**src/rtl/bcd_scan_display.sv**
```systemverilog
// Round-robin scanner for a multiplexed common-anode 7-segment display fed by packed BCD; Value is
// latched once per frame (FRAME pulse), outputs are registered on the state edge, no backpressure.
// Leading-zero blanking is enabled with `define BCD_SCAN_LZ_BLANK_EN.
module bcd_scan_display #(
  parameter int DIGITS = 2,
  parameter int T_SCAN = 50000,
  parameter int T_GAP  = 500
) (
  input  logic                  CLK,
  input  logic                  RST,
  input  logic [4*DIGITS-1:0]   Value,
  output logic [6:0]            SEG,
  output logic [DIGITS-1:0]     DIG,
  output logic                  FRAME
);

  localparam int IDX_W = (DIGITS > 1) ? $clog2(DIGITS) : 1;
  localparam int T_MAX = (T_SCAN > T_GAP) ? T_SCAN : T_GAP;
  localparam int CNT_W = (T_MAX > 1) ? $clog2(T_MAX) : 1;

  localparam logic [CNT_W-1:0] SCAN_LAST = CNT_W'(T_SCAN - 1);
  localparam logic [CNT_W-1:0] GAP_LAST  = CNT_W'((T_GAP > 0) ? T_GAP - 1 : 0);
  localparam logic [IDX_W-1:0] IDX_LAST  = IDX_W'(DIGITS - 1);

  typedef enum logic {
    ST_GAP  = 1'b0,
    ST_SHOW = 1'b1
  } state_t;

  state_t              state_q, state_d;
  logic [IDX_W-1:0]    idx_q, idx_d;
  logic [CNT_W-1:0]    cnt_q, cnt_d;
  logic                start_q, start_d;
  logic [4*DIGITS-1:0] val_q, val_d;
  logic [6:0]          seg_q, seg_d;
  logic [DIGITS-1:0]   dig_q, dig_d;
  logic                frame_q, frame_d;
  logic                advance;
  logic                wrap;
  logic [3:0]          nib;
  logic                blank;

  function automatic logic [6:0] decode(input logic [3:0] n);
    case (n)
      4'd0:    decode = 7'h3F;
      4'd1:    decode = 7'h06;
      4'd2:    decode = 7'h5B;
      4'd3:    decode = 7'h4F;
      4'd4:    decode = 7'h66;
      4'd5:    decode = 7'h6D;
      4'd6:    decode = 7'h7D;
      4'd7:    decode = 7'h07;
      4'd8:    decode = 7'h7F;
      4'd9:    decode = 7'h6F;
      default: decode = 7'h40;
    endcase
  endfunction

  always_ff @(posedge CLK) begin
    if (RST) begin
      state_q <= ST_GAP;
      idx_q   <= IDX_LAST;
      cnt_q   <= '0;
      start_q <= 1'b1;
      val_q   <= '0;
      seg_q   <= 7'h7F;
      dig_q   <= '1;
      frame_q <= 1'b0;
    end else begin
      state_q <= state_d;
      idx_q   <= idx_d;
      cnt_q   <= cnt_d;
      start_q <= start_d;
      val_q   <= val_d;
      seg_q   <= seg_d;
      dig_q   <= dig_d;
      frame_q <= frame_d;
    end
  end

  // start_q forces the first post-reset cycle to end the gap whatever T_GAP is.
  always_comb begin
    state_d = state_q;
    idx_d   = idx_q;
    cnt_d   = cnt_q + CNT_W'(1);
    start_d = 1'b0;
    advance = 1'b0;
    case (state_q)
      ST_SHOW: begin
        if (cnt_q == SCAN_LAST) begin
          cnt_d = '0;
          if (T_GAP > 0) begin
            state_d = ST_GAP;
          end else begin
            advance = 1'b1;
          end
        end
      end
      default: begin
        if (start_q || (cnt_q == GAP_LAST)) begin
          cnt_d   = '0;
          state_d = ST_SHOW;
          advance = 1'b1;
        end
      end
    endcase
    wrap = advance && (idx_q == IDX_LAST);
    if (advance) begin
      idx_d = wrap ? '0 : idx_q + IDX_W'(1);
    end
    val_d = wrap ? Value : val_q;
  end

  // Outputs are computed from the next state so they change on the same edge as the state.
  always_comb begin
    nib = 4'd0;
    for (int k = 0; k < DIGITS; k++) begin
      if (idx_d == IDX_W'(k)) begin
        nib = val_d[4*k +: 4];
      end
    end
`ifdef BCD_SCAN_LZ_BLANK_EN
    begin : lz_blank
      logic lz_run;
      lz_run = 1'b1;
      blank  = 1'b0;
      for (int k = DIGITS - 1; k >= 1; k--) begin
        lz_run = lz_run && (val_d[4*k +: 4] == 4'd0);
        if (idx_d == IDX_W'(k)) begin
          blank = lz_run;
        end
      end
    end
`else
    blank = 1'b0;
`endif
    frame_d = wrap;
    if (state_d == ST_SHOW) begin
      dig_d = ~(DIGITS'(1) << idx_d);
      seg_d = blank ? 7'h7F : ~decode(nib);
    end else begin
      dig_d = '1;
      seg_d = 7'h7F;
    end
  end

  assign SEG   = seg_q;
  assign DIG   = dig_q;
  assign FRAME = frame_q;

endmodule

```
**config.mk**
```make
export PLATFORM = sky130hd
export DESIGN_NAME = bcd_scan_display
export DESIGN_NICKNAME = d
export VERILOG_FILES = /design/src/rtl/bcd_scan_display.sv
export SDC_FILE = /design/constraint.sdc
export NUM_CORES = 1
export LEC_CHECK = 0
export ABC_AREA = 1
export CAP_MARGIN = 10
export CORE_MARGIN = 3
export CORE_UTILIZATION = 35
export CTS_CLUSTER_SIZE = 20
export DETAILED_ROUTE_END_ITERATION = 7
export SLEW_MARGIN = 20
export SYNTH_ARGS = -nofsm -noshare
export SYNTH_HDL_FRONTEND = slang
export SYNTH_SLANG_ARGS = --single-unit
```
**constraint.sdc**
```tcl
create_clock -name CLK -period 2.8 [get_ports CLK]
set_input_delay 0.84 -clock CLK [delete_from_list [all_inputs] [get_ports CLK]]
set_output_delay 0.84 -clock CLK [all_outputs]
set_load 0.005 [all_outputs]
```
* Word-level counts from Yosys, hierarchy flattened *
Memory sizes are Yosys's and may differ from the RTL's.
Cells that the tools add are included.
W data, S select, Z words.

operators by class
  add/subtract/negate cells = 2
  equal/unequal tests = 2
  shift operators = 1
  muxes and demuxes = 13
  bitwise operators = 3
  reduce and logical (&&, ||, !) cells = 3

operators with widths
  cell                     number
  $mux W16                 3
  $add A16 B1 Y16 const B  1
  $eq A16 B16 Y1 const B   1
  $eq A16 B9 Y1 const B    1
  $mux W8                  1
  $mux W1                  7
  $mux W7                  1
  $not A7 Y7               1
  $mux W4                  1
  $not A2 Y2               1
  $reduce_or A2 Y1         1
  $shl A1 B1 Y2 const A    1
  $add A1 B1 Y1 const B    1
  $logic_and A1 B1 Y1      1
  $logic_or A1 B1 Y1       1
  $not A1 Y1               1

word-level totals
  flip-flop bits (word level) = 37
  ROM bits = 112
  input bits = 10
  output and inout port bits = 10
  logic and storage cells = 33
  memories kept = 1

memory list
  name              words  width  read ports  clocked after Yosys merged registers in  write ports  RTL line  text
  (name not given)  16     7      1           0                                        0            44        case (n)

* Longest topological paths before layout *
An unclocked memory read counts as a cell.

  word-level depth = 11
  mapped depth = 19
  mapped depth without buffers = 19

* Worst setup path after synthesis *
Ideal clock, no wire load.

  path kind = register to register
  from = reg cnt_q[0]
  to = reg seg_q[5] (netlist: SEG[5])
  library setup time = 123 ps
  data arrival time = 1988 ps
  required time = 2677 ps
  slack = 689 ps
  cell stages (with the launch flop) = 19
  buffers on the path = 1
  period minus slack after synthesis = 2111 ps
  cells stage by stage = dfxtp_1 -> ha_1 -> inv_2 -> nor2_1 -> nand2_2 -> nor2_4 -> nand2_4 -> nand2_8 -> nand3_4 -> nand2_4 -> buf_12 -> nand2_1 -> nand2_2 -> inv_1 -> ha_1 -> inv_1 -> nand3_1 -> nand3_1 -> nand3_1

on the way
  longest elaborated chain between the ends = 11
  elaborated cells on any way between the ends = 17
  classes of those cells = 2 x eq/ne; 9 x mux; 2 x bitwise; 3 x reduce/logical; 1 x memory

ends and longest elaborated chain
  element                 RTL line  text
  start, declared         32        logic [CNT_W-1:0] cnt_q, cnt_d;
  start signal, assigned  72        cnt_q <= cnt_d;
  $eq A16 B9 Y1           100       if (start_q || (cnt_q == GAP_LAST)) begin
  $logic_or A1 B1 Y1      100
  $mux W1                 100
  $mux W1                 88        case (state_q)
  $logic_and A1 B1 Y1     107       wrap = advance && (idx_q == IDX_LAST);
  $mux W1                 109       idx_d = wrap ? '0 : idx_q + IDX_W'(1);
  $mux W1                 108       if (advance) begin
  $mux W4                 118       if (idx_d == IDX_W'(k)) begin
  $mem_v2 Z16 W7          n/a
  $mux W7                 138       if (state_d == ST_SHOW) begin
  $not A7 Y7              140       seg_d = blank ? 7'h7F : ~decode(nib);
  end signal, assigned    75        seg_q <= seg_d;
  end, declared           35        logic [6:0] seg_q, seg_d;

Parallel ways exist; a longest one is shown, timed or not. The select of a mux whose other input is x is not followed.
A chain may end at the register's enable or synchronous reset.

* Worst setup path after layout *
  from = reg cnt_q[0]
  to = reg seg_q[3] (netlist: SEG[3])

Same word-level chain as after synthesis.

==> results.md <==
- Fin. Hold Viols: 0
- #FFs+latches synth: 37
- Worst Skew: 0.00448 ns
- CTS H-tree lvls: 2
- P_leak: approximately 0.92 nW
- Worst reg-to-reg setup slack: 0.27 ns
- Vias in the first global route: 1420
- EDFF count, synth: 0
- Kind of end point of the critical path: register
- Initial DRC Count: 33
- Share of cells above drive strength 1: 18.2%
- Largest area contributor in the netlist: dfxtp_1
- Switching Share: between 20% and 30%
- Part of the power in registers: between 40% and 50%
- Total gr overflow: 0
- Avg WL per Cell: between 10 and 15 um
- Switching power: roughly 0.00035 W
- Num rows: 26
- Hold depth: 1
- Syn avg cell area: ~8.2 sq um
- Slew HR: between 70% and 80%
- Vias: 1431
- CTS tree: done
- Clk slew on worst S/H paths: roughly 0.070 ns
- Async SR Flop Fraction: 0%
- Syn Nets: about 250
- Min-Delay Path Class: reg2reg
- Post-layout net count: between 200 and 300
- Outcome: finished, final reports clean
- Global-route wire length before repair: 6120 um
- Clock Power Share: between 30 and 40%
- Clock buffer depth: 2
- Post-CTS Hold Fix Bufs: 0
- Synth top area share: 39.3%
- Synth top area cells: dfxtp_1 (39%), nand3_1 (6.4%), nand2_1 (6.0%), nand2_4 (6.0%), inv_1 (5.8%)
- Core area: roughly 5100 sq um
- Worst EP arrival: roughly 2.7 ns
- Fin Setup TNS: 0 ns
- WS Path Type: reg2reg
- Worst vdd ir: 0.000271 V
- Sink Count: 37
- Final worst-path cycle share: about nine tenths
- Die X: between 70 and 80 um
- R2R Path End: SEG[3]
- Yosys warnings: 0
- Boundary Pins: 20
- # diodes: 0
- Post-synthesis sequential area ratio: between 30% and 40%
- Total setup buffers inserted after CTS: 0
- GRT Overall Usage: between 10% and 20%
- Max Fclk: 0.396 GHz
- Initial antenna violation count: 0
- Clock latency on the worst-skew pair: slightly below 0.3 ns
- PostCTS Resize Cnt: 0
- 1st-pass router iterations: 4
- Die Height: roughly 80 um
- Vias per cell: between 4 and 5
- P&R area growth vs syn: 17.4%
- R2r startpoint: cnt_q[0]
- Post-layout min period: 2.53 ns
- ANT nets after route: 0
- # fillers: ~570
- GPL Wtd Cong: 0.857
- CTS buffer count: 5
- Endpoint of the worst hold path: cnt_q[0]
- Crit-path max FO: 15
- Critical Path RT: 2.97 ns
- Layout Utilization: 43.0%
- Mapped Cells: 229
- Hold_sp: cnt_q[0]
- Internal Power: approximately 0.00084 W
- # DRC: 0
- Slew Viols, Final: 0
- Die footprint: 6300 sq um
- RSZ-0062 raised after global routing: false
- Top_reg_cell synth: dfxtp_1
- Root buffer cell: clkbuf_8
- Final Hold Slack: 0.456 ns
- Synth unique cells: 33
- Final WL: between 3000 and 4000 um
- Worst slew pin tran: ~0.36 ns
- PwrDens: approximately 540 nW/um^2
- Buffers on Ports: 19
- Synthesized area: 1880 sq um
- Hpwl dp: roughly 2500 um
- Pin count of the biggest net entering global routing: 17
- Max Cap Viol: 0
- # setup viols final: 0
- Startpoint class of the critical path: register
- Starting density of the core: 36.6%
- Worst Reg-to-Reg Cells: 16
- Comb pwr share: between 20% and 30%
[metrics by stage]
step,power (W),cell area (sq um),std cells,setup slack [ns]
final,0.00118,2210,323,0.275
after detailed placement,0.000835,2120,315,0.284
after global placement,0.000834,2120,315,0.291
after floorplan,0.000762,1880,229,0.689
after global routing,0.00126,2210,323,0.0721
after CTS,0.00121,2210,323,0.254
[critical path, cell delays in order (launching register included)]
cell,delay [ns]
dfxtp_1,0.36
ha_1,0.25
inv_2,0.04
nor2_1,0.10
nand2_2,0.08
nor2_4,0.10
nand2_4,0.08
nand2_8,0.09
nand3_4,0.18
nand2_4,0.26
inv_1,0.15
nand2_1,0.10
nand2_2,0.09
ha_1,0.30
nand3_1,0.09
nand3_1,0.10
nand3_1,0.06
[routing by layer]
metal | part of all wire, % | track usage (%) | up-vias
li1 | - | - | 768
met1 | 46 | 14.4 | 642
met2 | 50 | 21.3 | 17
met3 | 2.8 | 3.40 | 4
met4 | 1.2 | 4.64 | 0
met5 | 0 | 0 | -
[cell type report]
cell class                      count  area, sq um  area share [%]
Clock buffer                        5         68.8            3.11
Inverter                           36          136            6.17
Timing Repair Buffer               20          198            8.94
Sequential cell                    37          741            33.5
Tap cell                           70         87.6            3.96
Clock inverter                      3         17.5           0.792
Multi-Input combinational cell    152          962            43.5
[kinds of logic (layout without fill, tap and decap cells)]
group / count (synthesis) / after routing / synth area share (%)
adder cells (fa/ha/maj): 6 / 6 / 3.99
buffers and inverters: 40 / 64 / 9.57
AND/OR/NAND/NOR: 122 / 122 / 38.0
AO/OA/AOI/OAI: 15 / 15 / 4.92
XOR/XNOR: 9 / 9 / 4.19
flip-flops: 37 / 37 / 39.3
[registers in the layout, indices dropped and copies added, names as in the netlist]
signal / cells
DIG: 2
FRAME: 1
SEG: 7
cnt_q: 16
idx_q: 1
start_q: 1
state_q: 1
val_q: 8
[power groups by stage]
| stage | Combinational [W] | Clock, W | Sequential [W] |
|---|---|---|---|
| after floorplan | 0.000179 | 0 | 0.000583 |
| after global placement | 0.000250 | 0 | 0.000584 |
| after detailed placement | 0.000250 | 0 | 0.000585 |
| after CTS | 0.000253 | 0.000380 | 0.000572 |
| after global routing | 0.000278 | 0.000405 | 0.000576 |
| final | 0.000250 | 0.000363 | 0.000572 |
[layout by cell type, fill, tap and decap left out]
cell,Yosys,layout
nand2_8,2,2
nand3_1,24,24
xor2_1,8,8
nand2_2,9,9
inv_1,29,29
clkinv_2,1,3
nand3_2,1,1
nor2_4,3,3
nor4_1,2,2
ha_1,6,6
xnor2_1,1,1
o21bai_1,1,1
inv_2,4,4
nor3_1,3,3
clkdlybuf4s50_1,0,19
o21ai_0,4,4
nand2_1,30,30
buf_4,0,1
clkbuf_8,0,5
o21ai_4,1,1
nand4_1,8,8
nor3_2,2,2
clkinv_1,2,2
nand3_4,1,1
dfxtp_1,37,37
nand3b_2,1,1
a21oi_1,8,8
nand2_4,10,10
o21ai_2,1,1
clkinvlp_4,0,1
nor3b_1,1,1
nor2_2,1,1
nor2_1,24,24
[how the worst max path moves through the flow]
stage	from	to	slack, ns
final	cnt_q[0]	SEG[3]	0.27
after global routing	cnt_q[0]	SEG[3]	0.07
after CTS	cnt_q[0]	SEG[3]	0.25
after detailed placement	cnt_q[0]	SEG[3]	0.28
after global placement	cnt_q[0]	SEG[3]	0.29
after floorplan	cnt_q[0]	SEG[5]	0.69
[cells in the mapped netlist, types with 2 or more instances]
master	count
nand2_8	2
clkinv_1	2
ha_1	6
nand4_1	8
nor4_1	2
nor2_4	3
dfxtp_1	37
nor3_1	3
inv_2	4
nor3_2	2
a21oi_1	8
nand2_1	30
nor2_1	24
nand2_2	9
inv_1	29
nand3_1	24
nand2_4	10
o21ai_0	4
xor2_1	8
Note: power is estimated with default switching activity, not from simulation.
